==> config.mk <==
export PLATFORM = sky130hd
export DESIGN_NAME = writeback_stage
export DESIGN_NICKNAME = d
export VERILOG_FILES = /design/src/rtl/writeback_stage.sv
export SDC_FILE = /design/constraint.sdc
export NUM_CORES = 1
export LEC_CHECK = 0
export ABC_AREA = 1
export CAP_MARGIN = 0
export CORE_ASPECT_RATIO = 0.5
export CORE_UTILIZATION = 40
export DETAILED_ROUTE_END_ITERATION = 7
export PLACE_DENSITY = 0.85
export SLEW_MARGIN = 40
export SYNTH_ARGS = -nofsm -noshare
export SYNTH_HDL_FRONTEND = slang
export SYNTH_SLANG_ARGS = --single-unit
==> constraint.sdc <==
create_clock -name clk -period 1.8 [get_ports clk]
set_clock_uncertainty 0.15 [all_clocks]
set_input_delay 0.18 -clock clk [delete_from_list [all_inputs] [get_ports clk]]
set_output_delay 0.18 -clock clk [all_outputs]
set_load 0.01 [all_outputs]
==> src/rtl/writeback_stage.sv <==
// Writeback stage: arbitrates ALU and load results onto the register-file write port,
// extends load data, flags bad loads and counts retired results.
module writeback_stage #(
    parameter int ADDR_W = 6,
    parameter int DATA_W = 32,
    parameter int CNT_W  = 32
) (
    input  logic              clk,
    input  logic              rst_n,
    input  logic              en,
    input  logic              alu_valid,
    output logic              alu_ready,
    input  logic [ADDR_W-1:0] alu_rd,
    input  logic [DATA_W-1:0] alu_data,
    input  logic              lsu_valid,
    output logic              lsu_ready,
    input  logic [ADDR_W-1:0] lsu_rd,
    input  logic [DATA_W-1:0] lsu_data,
    input  logic [2:0]        lsu_funct3,
    input  logic [1:0]        lsu_addr_lo,
    output logic              rf_we,
    output logic [ADDR_W-1:0] rf_reg_c,
    output logic [DATA_W-1:0] rf_data_c,
    output logic              fwd_valid,
    output logic [ADDR_W-1:0] fwd_rd,
    output logic [DATA_W-1:0] fwd_data,
    output logic              load_fault,
    output logic [CNT_W-1:0]  retire_count
);

    localparam logic [2:0] F_LB  = 3'b000;
    localparam logic [2:0] F_LH  = 3'b001;
    localparam logic [2:0] F_LW  = 3'b010;
    localparam logic [2:0] F_LBU = 3'b100;
    localparam logic [2:0] F_LHU = 3'b101;

    function automatic logic signed [DATA_W-1:0] load_extract(
        input logic [DATA_W-1:0] word,
        input logic [2:0]        funct3,
        input logic [1:0]        lo
    );
        logic [7:0]  b;
        logic [15:0] h;
        case (lo)
            2'd0:    b = word[7:0];
            2'd1:    b = word[15:8];
            2'd2:    b = word[23:16];
            default: b = word[31:24];
        endcase
        h = lo[1] ? word[31:16] : word[15:0];
        case (funct3)
            F_LB:    load_extract = {{(DATA_W-8){b[7]}}, b};
            F_LBU:   load_extract = {{(DATA_W-8){1'b0}}, b};
            F_LH:    load_extract = {{(DATA_W-16){h[15]}}, h};
            F_LHU:   load_extract = {{(DATA_W-16){1'b0}}, h};
            default: load_extract = word;
        endcase
    endfunction

    function automatic logic load_bad(input logic [2:0] funct3, input logic [1:0] lo);
        case (funct3)
            F_LB, F_LBU: load_bad = 1'b0;
            F_LH, F_LHU: load_bad = lo[0];
            F_LW:        load_bad = (lo != 2'd0);
            default:     load_bad = 1'b1;
        endcase
    endfunction

    logic                     ptr_lsu;
    logic                     both_p0;
    logic                     alu_gnt_p0;
    logic                     lsu_gnt_p0;
    logic                     vld_p0;
    logic                     flt_p0;
    logic [ADDR_W-1:0]        rd_p0;
    logic signed [DATA_W-1:0] data_p0;

    // Stage p0: arbitration and load extraction (combinational)
    always_comb begin
        both_p0    = alu_valid && lsu_valid;
        lsu_gnt_p0 = rst_n && en && lsu_valid && (!alu_valid || ptr_lsu);
        alu_gnt_p0 = rst_n && en && alu_valid && (!lsu_valid || !ptr_lsu);
        vld_p0     = alu_gnt_p0 || lsu_gnt_p0;
        flt_p0     = lsu_gnt_p0 && load_bad(lsu_funct3, lsu_addr_lo);
        rd_p0      = lsu_gnt_p0 ? lsu_rd : alu_rd;
        data_p0    = lsu_gnt_p0 ? load_extract(lsu_data, lsu_funct3, lsu_addr_lo)
                                : $signed(alu_data);
    end

    assign alu_ready = alu_gnt_p0;
    assign lsu_ready = lsu_gnt_p0;

    // Stage p1: registered write port, fault pulse, retire counter, round-robin pointer
    always_ff @(posedge clk or negedge rst_n) begin
        if (!rst_n) begin
            rf_we        <= 1'b0;
            rf_reg_c     <= '0;
            rf_data_c    <= '0;
            load_fault   <= 1'b0;
            retire_count <= '0;
            ptr_lsu      <= 1'b1;
        end else begin
            rf_we      <= vld_p0 && (rd_p0 != '0) && !flt_p0;
            load_fault <= flt_p0;
            if (vld_p0) begin
                rf_reg_c     <= rd_p0;
                rf_data_c    <= data_p0;
                retire_count <= retire_count + CNT_W'(1);
            end
            if (en && both_p0) begin
                ptr_lsu <= !ptr_lsu;
            end
        end
    end

    assign fwd_valid = rf_we;
    assign fwd_rd    = rf_reg_c;
    assign fwd_data  = rf_data_c;

endmodule

==> impl_results.md, run 1 <==
* Status: completed
* Root Buffer: clkbuf_16
* Fmax at 569 MHz
* Worst skew pair latency at 0.34 ns
* Final HPWL from detailed placement at 12100 um
* Die area at 0.0128 sq mm
* Critical Path Slowest Stage Cell: clkdlybuf4s50_1
* Crit Path Class: reg2out
* Comb pwr share at 0.431
* Least-Margin Pin Slew at 0.532 ns
* Routed length per instance at 14.6 um
* Tot Pwr at 7440 uW
* Max Slew Vio Count at 0
* P_sw at 2560 uW
* Initial antenna violation count at 0
* Setup tns final at 0 ns
* Grt ovf at 0
* Clock Sinks at 73
* Vias in the first global route at 5096
* GP Congestion at 0.900
* Worst setup path endpoint: retire_count[21]
* Most used routing layer: met2
* Yosys Warn Count at 0
* Critical Path RT at 1.47 ns
* Hold Vio Cnt, Final at 0
* Critical R2R Launch: ptr_lsu
* Number of synthesized register bits at 73
* Critical path startpoint: retire_count[21]
* Via-to-Cell Ratio at 4.91
* # nets final at 980
* Number of max-cap violations at 0
* Total wire length at 15500 um
* Pin count of the biggest net entering global routing at 56
* Most frequent cell after synthesis: nand2_1
* FF-to-FF setup slack at 0.12 ns
* Delay of the slowest critical-path stage at 0.59 ns
* Hold/Removal Path Class: in2reg
* Final Cycle Share at 0.976
* Mapped cell area at 0.00495 sq mm
* Max_slew headroom at 0.645
* Critical R2R Capture: fwd_data[1]
* Top FF cell, synth: dfrtp_1
* FFs w/ async S/R, synth at 1.00
* Drt pass-1 iters at 5
* Sequential share of the synthesized area at 0.370
* Synth top cells by count: nand2_1 (289), nor2_1 (80), dfrtp_1 (72)
* Post-synth EDFFs at 0
* Fin cells at 1063
* Final setup viols at 0
* FF/Latch Area at 0.00183 sq mm
* M1 GR Usage at 0.295
* Largest area contributor in the netlist: dfrtp_1
* TritonCTS clock tree: yes
* Port bufs at 198
* Worst IR Drop VDD at 0.490 mV
* Cell chain of the critical path: clkdlybuf4s50_1
* Layout cells sized above 1 at 0.105
* Met2 global-route usage at 0.448
* Core Area at 0.0119 sq mm
* Reg2reg path depth at 7
* DRT antenna net count at 0
* Layout fillers at 1056
* P per Cell Area at 1020 mW/mm^2
* DP Cell Count at 1045
* CP bufs+invs at 1
* Met3 Use GR at 0.0594
* Die width at 159 um
* Lkg Pwr at 0.00332 uW
* Mean Syn Cell Area at 6.96 sq um
* Die H at 80.6 um
* Crit path DAT at 1.43 ns
* Mapped Cells at 711
* Longest Clk Path Bufs at 2
* Area of the multi-input gates at 0.00253 sq mm
* Syn-to-layout area delta at 48.2%
* CP Capture Type: output port
* Initial Utilization at 0.414
* Sequential power share at 0.347
* CTS buffer count at 9
* Delay-heaviest family, CP: buffers and inverters
* Final setup margin at 0.0424 ns
* Kind of start point of the critical path: flip-flop
* Worst slack at placement at -0.193 ns
* Syn_nets at 798
* Crit path max fanout at 6
* Tot GR Track Use at 0.248
* Wire length of the first global-routing pass at 25000 um
* Antenna diode count at 0
* Ports at 199
* Reg clk slew, reported paths at 0.06 ns
* CP Depth at 1
* Top post-synthesis cells by area: dfrtp_1 (36%), nand2_1 (22%), buf_4 (6.7%), nor2_1 (6.1%), o21ai_0 (3.7%)
* DRC Markers at 0
* Starting DRC count in detailed routing at 353
* RSZ-0062 raised after global routing: no
* Yosys cell types at 33
* Row count at 28
* Sw Ratio at 0.344
* Minimum clock period at 1.76 ns
* Clock network fraction of total power at 0.222
* Via count at 5222
* H-tree Lvls at 3
* Share of the synthesized area in the top cell type at 0.364
* Internal power at 4880 uW
[layer usage]
layer,wire [um],up-vias
li1,-,2588
met1,6640,2437
met2,7740,166
met3,883,31
met4,283,0
met5,0,-
[metrics by stage]
stage / util / hold WS [ns] / cell area, sq um
after global placement: 0.586 / 0.0926 / 7000
after CTS: 0.611 / 0.277 / 7300
after detailed placement: 0.586 / 0.0983 / 7000
after floorplan: - / -0.266 / 4950
final: 0.613 / 0.281 / 7330
after global routing: 0.613 / 0.301 / 7330
[flip-flops by register name, indices dropped and copies added, names as in the netlist]
register      flops
load_fault        1
retire_count     32
ptr_lsu           1
fwd_data         32
fwd_valid         1
fwd_rd            6
[worst min-delay path by stage]
stage               slack (ns)  depth (start not counted)                to      start
finish                    0.28                          6         fwd_rd[1]      rst_n
global route              0.30                          3         fwd_rd[5]  lsu_rd[5]
CTS                       0.28                          6         fwd_rd[1]      rst_n
detailed placement         0.1                          2  retire_count[26]      rst_n
global placement          0.09                          2  retire_count[30]      rst_n
floorplan                -0.27                          0       fwd_data[0]      rst_n
[kinds of logic after synthesis]
group	Yosys count	synth area share
adder cells (fa/ha/maj)	1	0.00253
AND/OR/NAND/NOR	427	0.355
XOR/XNOR	17	0.0301
AO/OA/AOI/OAI	88	0.119
flip-flops	73	0.370
buffers and inverters	105	0.124
[repair_timing]
item	in CTS	in global routing
resized for setup	5	13
setup buffers	1	0
hold buffers	1	0
pin swaps	0	0
setup endpoints to repair	2	86
endpoints found under the hold margin	18	0
[power by group through the flow]
stage | Combinational (uW) | Clock (uW) | Sequential (uW)
2_1_floorplan | 1420 | 0 | 2700
6_report | 3210 | 1650 | 2580
4_1_cts | 3220 | 1670 | 2580
5_1_grt | 3450 | 1760 | 2650
3_3_place_gp | 3130 | 0 | 2580
3_5_place_dp | 3200 | 0 | 2600
[placed cells by master, fill, tap and decap left out, types with 11 or more instances in the layout]
cell	count
inv_1	35
nor2_1	75
o21ai_0	37
clkdlybuf4s50_1	195
dfrtp_1	70
nand2_1	289
buf_4	32
nand3_1	30
a21oi_1	11
[final cells by class]
type / count / share of cell area
tap: 165 / 0.0282
inverter: 40 / 0.0205
sequential: 73 / 0.250
clock inverter: 7 / 0.00649
timing repair buffer: 236 / 0.319
clock buffer: 9 / 0.0307
multi-input combinational: 533 / 0.345
Note: power is estimated with default switching activity, not from simulation.
==> inputs of run 2 (changes only) <==
Settings changed: DONT_BUFFER_PORTS set to 1, PLACE_DENSITY 0.85 to 0.64.
==> impl_results.md, run 2 (same netlist as run 1, synthesis figures left out) <==
* Max_slew headroom at 0.690
* Die area at 0.0128 sq mm
* Max Slew Vio Count at 0
* DRT antenna net count at 0
* Longest Clk Path Bufs at 2
* Number of max-cap violations at 0
* Starting DRC count in detailed routing at 221
* Tot GR Track Use at 0.237
* Port bufs at 0
* Row count at 28
* Hold Vio Cnt, Final at 73
* Total wire length at 15100 um
* H-tree Lvls at 3
* Final core occ at 0.514
* Area of the multi-input gates at 0.00255 sq mm
* Initial Utilization at 0.414
* FF-to-FF setup slack at 0.08 ns
* Failing checks: hold timing
* Die width at 159 um
* Clock Sinks at 73
* Vias in the first global route at 4577
* GP Congestion at 0.863
* Pin count of the biggest net entering global routing at 76
* Crit Path Class: reg2out
* Fmax at 572 MHz
* Delay of the slowest critical-path stage at 0.53 ns
* Tot Pwr at 6560 uW
* Kind of start point of the critical path: flip-flop
* Critical R2R Capture: fwd_data[30]
* Antenna diode count at 0
* Critical R2R Launch: ptr_lsu
* Post-CTS Hold Buffers at 69
* Final setup viols at 0
* Layout fillers at 1195
* Final Cycle Share at 0.972
* Least-Margin Pin Slew at 0.463 ns
* Delay-heaviest family, CP: flip-flops
* Ports at 199
* CP Capture Type: output port
* Grt ovf at 0
* Crit path max fanout at 19
* # nets final at 851
* Syn-to-layout area delta at 24.1%
* Routed length per instance at 16.2 um
* Commonest non-fill, non-tap cell in the layout: nand2_1
* Worst skew pair latency at 0.34 ns
* Minimum clock period at 1.75 ns
* Commonest cells after routing, fill and taps aside: nand2_1 (288), nor2_1 (77), dfrtp_1 (69), dlygate4sd3_1 (68)
* Min Hold Slack at -0.620 ns
* TritonCTS clock tree: yes
* Critical Path Slowest Stage Cell: dfstp_2
* Core Area at 0.0119 sq mm
* Final HPWL from detailed placement at 10700 um
* Layout cells sized above 1 at 0.124
* Status: complete, but fails checks
* Initial antenna violation count at 0
* FF/Latch Area at 0.00183 sq mm
* Critical Path RT at 1.47 ns
* Root Buffer: clkbuf_16
* Lkg Pwr at 0.00290 uW
* Post-CTS setup repair buffer count at 0
* CP bufs+invs at 3
* Via-to-Cell Ratio at 5.07
* Die H at 80.6 um
* Crit path DAT at 1.42 ns
* Via count at 4740
* Wire length of the first global-routing pass at 23400 um
* DRC Markers at 0
* P per Cell Area at 1070 mW/mm^2
* CTS buffer count at 9
* Reg clk slew, reported paths at 0.06 ns
* Drt pass-1 iters at 4
* Cell chain of the critical path: inv_1 > nand2_2 > nand2_4 > inv_4 > buf_12
* Hold/Removal Path Class: in2async
* Reg2reg path depth at 8
* Worst IR Drop VDD at 0.501 mV
run 2: changes by cell type in the layout (fill, tap and decap cells not counted), sizes merged:
cell           change
clkinv             -5
dlygate4sd2        -1
clkdlybuf4s50    -195
clkbuf             +3
dlygate4sd3       +67
bufinv             +3
nand2              +1
clkinvlp           -1
buf                -1
run 2: final cells by class:
cell class              instances  share of cell area
clock buffers                  12              0.0434
repair buffers                106               0.168
multi-input cells             534               0.415
inverters                      40              0.0253
flip-flops and latches         73               0.299
clock inverters                 4              0.0159
well taps                     165              0.0336
run 2: through the flow:
step	setup WS [ns]	TNS, ns	instance area [sq um]	cells
after floorplan	0.179	0	4950	711
after global placement	0.0840	0	5020	848
after detailed placement	0.0369	0	5020	848
after CTS	0.0170	0	6080	933
after global routing	-0.00836	-0.0149	6140	934
final	0.0511	0	6140	934
run 2: worst max-delay path by stage:
stage	slack (ns)	to	cells past startpoint	from
after floorplan	0.18	retire_count[16]	7	retire_count[0]
after global placement	0.08	fwd_data[1]	8	ptr_lsu
after detailed placement	0.04	fwd_valid	7	ptr_lsu
after CTS	0.02	lsu_ready	5	ptr_lsu
after global routing	-0.008	lsu_ready	5	ptr_lsu
final	0.05	lsu_ready	5	ptr_lsu
run 2: layer usage:
layer | GRT usage | wire, um | up-vias
met4 | 0.0673 | 216 | 0
met1 | 0.280 | 6490 | 2242
met2 | 0.422 | 7340 | 159
met5 | 0 | 0 | -
li1 | - | - | 2321
met3 | 0.0713 | 1050 | 18
run 2: what timing repair did:
item                       in CTS  in global routing
hold endpoints to repair      114                 73
resized for setup               4                 18
setup endpoints to repair       1                 29
pin swaps                       0                  1
gates cloned                    0                  1
run 2: power by group:
group	total (uW)	internal, uW	switching [uW]
combinational	1420	673	744
sequential	2960	2090	869
clock	2180	1470	716
total	6560	4230	2330
==> inputs of run 3 (changes only) <==
Settings changed: RECOVER_POWER set to 25.
==> results of run 3 <==
Final layout, timing and power as in run 2 (identical DEF).
